## src/rtl/ofs_plat_reset_sequencer.sv

```systemverilog
// ----------------------------------------------------------------------------
// OfsPlatResetSequencer (module ofs_plat_reset_sequencer)
//
// Purpose:
//    Releases a set of reset domains one at a time, in index order. All
//    domains first sit in reset for HOLD_CYCLES clocks. Each domain is then
//    released and the sequencer waits for that domain's ready acknowledge
//    before moving to the next one. Once the last domain acknowledges, the
//    block reports all_ready and idles until a hard or soft reset restarts
//    the whole sequence.
//
// Optional feature (macro OFS_PLAT_RESET_SEQ_TIMEOUT_EN):
//    When defined, a per-domain wait counter limits the acknowledge wait to
//    TIMEOUT_CYCLES clocks. A domain that never acknowledges is flagged in
//    timeout_mask / timeout_err (sticky) and the sequence moves on anyway.
//    When undefined, the sequencer waits forever and both flags read 0.
//
// Parameters:
//    NUM_DOMAINS    - number of sequenced reset domains (2..16)
//    HOLD_CYCLES    - minimum cycles every domain stays in reset (>= 1)
//    TIMEOUT_CYCLES - per-domain acknowledge wait limit (>= 2)
//
// Ports:
//    clk           in   sole clock, rising edge
//    reset         in   asynchronous active-high reset
//    reset_req     in   synchronous soft reset request (level)
//    domain_ready  in   per-domain "out of reset and ready" acknowledge
//    rst_n_out     out  per-domain active-low reset, registered
//    cur_domain    out  index of the domain currently being released
//    busy          out  sequence in progress
//    all_ready     out  every domain released and acknowledged
//    timeout_err   out  sticky: some domain acknowledge timed out
//    timeout_mask  out  sticky: which domains timed out
// ----------------------------------------------------------------------------
module ofs_plat_reset_sequencer #(
   parameter int NUM_DOMAINS    = 4,
   parameter int HOLD_CYCLES    = 16,
   parameter int TIMEOUT_CYCLES = 1024
) (
   input  logic                           clk,
   input  logic                           reset,
   input  logic                           reset_req,
   input  logic [NUM_DOMAINS-1:0]         domain_ready,
   output logic [NUM_DOMAINS-1:0]         rst_n_out,
   output logic [$clog2(NUM_DOMAINS)-1:0] cur_domain,
   output logic                           busy,
   output logic                           all_ready,
   output logic                           timeout_err,
   output logic [NUM_DOMAINS-1:0]         timeout_mask
);

   localparam int DW = $clog2(NUM_DOMAINS);
   localparam int HW = (HOLD_CYCLES > 1) ? $clog2(HOLD_CYCLES) : 1;

   localparam logic [HW-1:0] HOLD_LAST   = HW'(HOLD_CYCLES - 1);
   localparam logic [DW-1:0] LAST_DOMAIN = DW'(NUM_DOMAINS - 1);

   // Illegal parameter combinations are rejected at elaboration rather than
   // producing a sequencer with silently truncated counters.
   if (NUM_DOMAINS < 2 || NUM_DOMAINS > 16 || HOLD_CYCLES < 1 || TIMEOUT_CYCLES < 2) begin : g_paramCheck
      $error("ofs_plat_reset_sequencer: illegal parameter value");
   end

   typedef enum logic [1:0] {
      ST_HOLD     = 2'd0,
      ST_RELEASE  = 2'd1,
      ST_WAIT_ACK = 2'd2,
      ST_RUN      = 2'd3
   } state_t;

   state_t                 r_state;
   logic [HW-1:0]          r_holdCnt;
   logic [DW-1:0]          r_curDomain;
   logic [NUM_DOMAINS-1:0] r_rstN;
   logic                   r_busy;
   logic                   r_allReady;

   logic                   w_curReady;
   logic                   w_timeoutHit;
   logic                   w_advance;

   // Only the acknowledge of the domain being released matters; the FSM
   // additionally qualifies it with the WAIT_ACK state, so every other bit
   // and every bit outside WAIT_ACK is ignored.
   assign w_curReady = domain_ready[r_curDomain];
   assign w_advance  = w_curReady | w_timeoutHit;

`ifdef OFS_PLAT_RESET_SEQ_TIMEOUT_EN

   localparam int WW = $clog2(TIMEOUT_CYCLES);
   localparam logic [WW-1:0] WAIT_LAST = WW'(TIMEOUT_CYCLES - 1);

   logic [WW-1:0]          r_waitCnt;
   logic                   r_timeoutErr;
   logic [NUM_DOMAINS-1:0] r_timeoutMask;

   // A timeout only fires on the last allowed waiting edge and only when the
   // real acknowledge is absent, so a late-but-in-time ack is never flagged.
   assign w_timeoutHit = (r_state == ST_WAIT_ACK) && !w_curReady && (r_waitCnt == WAIT_LAST);

   // Wait counter and sticky timeout flags. The counter restarts every time
   // a domain is released, so each domain gets its own full wait budget.
   // The flags survive the rest of the sequence and the RUN state and are
   // only cleared by a hard reset or a soft reset request.
   always_ff @(posedge clk or posedge reset) begin
      if (reset) begin
         r_waitCnt     <= '0;
         r_timeoutErr  <= 1'b0;
         r_timeoutMask <= '0;
      end else if (reset_req) begin
         r_waitCnt     <= '0;
         r_timeoutErr  <= 1'b0;
         r_timeoutMask <= '0;
      end else begin
         if (r_state == ST_RELEASE) begin
            r_waitCnt <= '0;
         end else if (r_state == ST_WAIT_ACK && !w_advance) begin
            r_waitCnt <= r_waitCnt + 1'b1;
         end
         if (w_timeoutHit) begin
            r_timeoutErr               <= 1'b1;
            r_timeoutMask[r_curDomain] <= 1'b1;
         end
      end
   end

   assign timeout_err  = r_timeoutErr;
   assign timeout_mask = r_timeoutMask;

`else

   // Without the timeout feature the sequencer waits on each domain forever.
   assign w_timeoutHit = 1'b0;
   assign timeout_err  = 1'b0;
   assign timeout_mask = '0;

`endif

   // Main sequencing FSM. A soft reset request takes priority over anything
   // the current state would do, including an ack or timeout on the same
   // edge, and throws every domain back into reset. Released domains are
   // only ever set, never cleared, until the next hard or soft reset, so a
   // domain cannot be bounced while the sequence continues. The hard reset
   // clears rst_n_out through the async clear, so outputs drop immediately.
   always_ff @(posedge clk or posedge reset) begin
      if (reset) begin
         r_state     <= ST_HOLD;
         r_holdCnt   <= '0;
         r_curDomain <= '0;
         r_rstN      <= '0;
         r_busy      <= 1'b1;
         r_allReady  <= 1'b0;
      end else if (reset_req) begin
         r_state     <= ST_HOLD;
         r_holdCnt   <= '0;
         r_curDomain <= '0;
         r_rstN      <= '0;
         r_busy      <= 1'b1;
         r_allReady  <= 1'b0;
      end else begin
         case (r_state)
            ST_HOLD: begin
               if (r_holdCnt == HOLD_LAST) begin
                  r_holdCnt   <= '0;
                  r_curDomain <= '0;
                  r_state     <= ST_RELEASE;
               end else begin
                  r_holdCnt <= r_holdCnt + 1'b1;
               end
            end
            ST_RELEASE: begin
               r_rstN[r_curDomain] <= 1'b1;
               r_state             <= ST_WAIT_ACK;
            end
            ST_WAIT_ACK: begin
               if (w_advance) begin
                  if (r_curDomain == LAST_DOMAIN) begin
                     r_state    <= ST_RUN;
                     r_busy     <= 1'b0;
                     r_allReady <= 1'b1;
                  end else begin
                     r_curDomain <= r_curDomain + 1'b1;
                     r_state     <= ST_RELEASE;
                  end
               end
            end
            ST_RUN: begin
               r_state <= ST_RUN;
            end
            default: begin
               r_state <= ST_HOLD;
            end
         endcase
      end
   end

   assign rst_n_out  = r_rstN;
   assign cur_domain = r_curDomain;
   assign busy       = r_busy;
   assign all_ready  = r_allReady;

endmodule

```

## config.mk

```make
export PLATFORM = sky130hd
export DESIGN_NAME = ofs_plat_reset_sequencer
export DESIGN_NICKNAME = d
export VERILOG_FILES = /design/src/rtl/ofs_plat_reset_sequencer.sv
export SDC_FILE = /design/constraint.sdc
export NUM_CORES = 1
export LEC_CHECK = 0
export ABC_AREA = 1
export BUFFER_PORTS_ARGS = -buffer_cell sky130_fd_sc_hd__buf_2
export CELL_PAD_IN_SITES_DETAIL_PLACEMENT = 1
export CELL_PAD_IN_SITES_GLOBAL_PLACEMENT = 2
export CORE_MARGIN = 5
export CORE_UTILIZATION = 30
export DETAILED_ROUTE_END_ITERATION = 8
export GPL_TIMING_DRIVEN = 0
export HOLD_SLACK_MARGIN = 0.03
export PLACE_DENSITY = 0.74
export SYNTH_ARGS = -nofsm -noshare
export SYNTH_HDL_FRONTEND = slang
export SYNTH_SLANG_ARGS = --single-unit
export TNS_END_PERCENT = 20
```

## constraint.sdc

```tcl
create_clock -name clk -period 1.6 [get_ports clk]
set_clock_uncertainty 0.15 [all_clocks]
set_input_delay 0.32 -clock clk [delete_from_list [all_inputs] [get_ports clk]]
set_output_delay 0.32 -clock clk [all_outputs]
set_load 0.1 [all_outputs]
```

==> impl_metrics.toml <==
[outcome]
status = "complete, no violations"

[route]
dr_total_vias = 665
wl_per_cell_um = 11.4
dr.pass1.iters = 2
wirelength_um = 1690
drcViolationCount = 0
ant_nets = 0
via_per_inst = 4.49
drtIter0Drc = 5

[final_layout]
final_cells = 148
drive_gt1_share_pct = 34.2
seq_area_um2 = 359
fillerInstances = 339
antennaDiodeCount = 0
fin_area_um2 = 995
nNetsFinal = 130
fin_util_pct = 37.0
syn_to_final_growth_pct = 21.9
multi_input_area_um2 = 393

[global_routing]
grt_max_degree = 15
first_global_vias = 706
antenna_found_initial = 0
grt_pass1_wl_um = 2970
overflow = 0
grt_use_total_pct = 9.20

[placement]
placedInstanceArea_um2 = 947
place_hpwl_um = 1330
placedCellCount = 143
place_congestion = 0.711
port_buffers = 14
dp_slack_ns = 0.114

[pwr]
power_density_mw_per_mm2 = 825
clkPwrFrac_pct = 25.9
p_total_mw = 0.820
p_comb_share_pct = 25.9
p_switching_mw = 0.296
p_sw_share_pct = 36.0
power_frac_seq_pct = 48.1
peakVddDrop_uv = 389
p_leak_nw = 0.509
cell_internal_pwr_mw = 0.525

[cts]
clk_pin_slew_ns = 0.09
cts_made_buffers = 3
htree_levels = 1
cts_tree = "yes"
clock-sinks = 14
post_cts_buffers = 0
clock-root-buffer = "clkbuf_4"
clock_latency_ns = 0.28
clockBufferDepth = 2

[critical_path]
cp-startpoint = "cur_domain[0]$_DFFE_PP0P_"
critPathLaunchType = "flip-flop"
crit_family = "flip-flops"
cp.arrival_ns = 1.07
cp_slowest_stage_delay_ns = 0.48
crit_chain = "buf_4"
worstPathRequired_ns = 1.13
critPathSlowestCell = "dfrtp_4"
cp_max_fo = 8
reg2reg_slack_ns = 0.12
r2r_cells = 5
crit_buf_inv = 1
cp-endpoint = "cur_domain[0]"
cp-end-kind = "primary output"
rr_endpoint = "cur_domain[0]$_DFFE_PP0P_"
critPathKind = "reg -> out"
worstReg2RegStart = "cur_domain[0]$_DFFE_PP0P_"
path_depth = 1

[timing]
fin_ws_ns = 0.0648
slew_violations = 0
rsz0062_at_grt = "false"
fmaxAchievable_mhz = 651
hold_slack_ns = 0.198
fin_crit_sh_pct = 95.9
max-slew-margin-rel_pct = 62.2
fin_tns_setup_ns = 0
setup_viol = 0
worst_pin_slew_ns = 0.567
period_minus_slack_ns = 1.54
timing.final.hold_violations = 0

[flow_run]
cap_viol_max_count = 0

[yosys]
synth-compound-area-share_pct = 6.44
syn_area_um2 = 816
postSynthAreaPerCell_um2 = 8.68
synth_mux_area_share_pct = 0
ys.flop_type = "dfrtp_1"
synthAdderAreaFrac_pct = 7.67
synth_xor_area_share_pct = 1.07
synthSimpleGateAreaFrac_pct = 30.7
synth.distinct_cells = 24
yosys_warnings = 0
ys_seq_area_share_pct = 43.1
synth-edff-count = 0
synth_top_family_by_area = "simple AND/OR/NAND/NOR gates"
async_flop_share_pct = 100
synthCells = 94
synth_seq_cells = 14

[floorplan]
fp.dieH_um = 62.1
start_util_pct = 30.4
die_w_um = 62.1
io_pins = 20
die_area_mm2 = 0.00386
rows = 19
core_region_area_mm2 = 0.00269

[min_path]
hold_path.class = "in -> reg"
worstHoldPathCells = 4
holdCritStartpoint = "reset_req"
## synth_stat cells, types with 2 or more instances
cell	number	area, um^2
o21ai_0	2	10.0
nand3_1	7	35.0
ha_1	5	62.6
buf_4	5	37.5
o21ai_2	2	17.5
nand2_2	3	18.8
nand4_1	2	12.5
nand2_1	25	93.8
nor2_4	2	22.5
dfrtp_1	13	325
a21oi_1	5	25.0
inv_2	3	11.3
nor2_1	3	11.3
inv_1	7	26.3
## layout by cell type, fill, tap and decap left out
master	n
a21oi_1	5
buf_2	11
buf_4	7
buf_6	2
clkbuf_1	1
clkbuf_4	3
conb_1	5
dfrtp_1	11
dfrtp_4	2
dfstp_2	1
dlygate4sd3_1	1
ha_1	5
inv_1	7
inv_2	3
nand2_1	25
nand2_2	3
nand3_1	7
nand3_2	1
nand3_4	1
nand4_1	2
nor2_1	3
nor2_2	1
nor2_4	2
nor3_1	1
nor3_2	1
nor3b_1	1
o21ai_0	2
o21ai_2	2
xor2_1	1
## sequential cells by signal, summed over array words and instances (netlist names)
register,count
r_holdCnt,4
rst_n_out,4
cur_domain,2
r_state,2
all_ready,1
busy,1
## power by group through the flow
| stage | combinational [mW] | sequential (mW) | clock [mW] |
|---|---|---|---|
| after floorplan | 0.138 | 0.438 | 0 |
| after global placement | 0.208 | 0.400 | 0 |
| after detailed placement | 0.211 | 0.401 | 0 |
| after CTS | 0.215 | 0.394 | 0.234 |
| after global routing | 0.231 | 0.397 | 0.244 |
| final | 0.213 | 0.395 | 0.213 |
## routing by layer
layer | share of wire, % | track usage [%] | wire, um | vias to the layer above
met5 | 0 | 0 | 0 | -
met4 | 0.94 | 4.07 | 16 | 0
li1 | - | - | - | 337
met3 | 3.5 | 1.80 | 59 | 2
met1 | 44 | 10.8 | 747 | 319
met2 | 51 | 15.9 | 870 | 7
## what timing repair did
| action | 4_1_cts | 5_1_grt |
|---|---|---|
| setup endpoints to repair | 3 | 1 |
| gates resized for setup | 3 | 1 |
| endpoints found under the hold margin | 13 | 0 |
| hold buffers | 1 | 0 |
## layout make-up
cell class,instances,area share (%)
tap,31,3.90
inverter,10,3.77
multi-input combinational,68,39.5
buffer,6,4.91
timing repair buffer,15,9.18
clock buffer,4,2.64
sequential,14,36.1
## cells by family (layout without fill, tap and decap cells)
kind of cell             Yosys count  count (layout)
AO/OA/AOI/OAI                      9               9
flip-flops                        14              14
adder cells (fa/ha/maj)            5               5
buffers and inverters             16              35
AND/OR/NAND/NOR                   48              48
XOR/XNOR                           1               1
other                              1               5
## worst min-delay path by stage
stage,end
after floorplan,all_ready$_DFFE_PP0P_
after global placement,all_ready$_DFFE_PP0P_
after detailed placement,all_ready$_DFFE_PP0P_
after CTS,r_holdCnt[1]$_DFFE_PP0P_
after global routing,r_holdCnt[1]$_DFFE_PP0P_
final,r_holdCnt[1]$_DFFE_PP0P_
(Power assumes the default switching activity.)
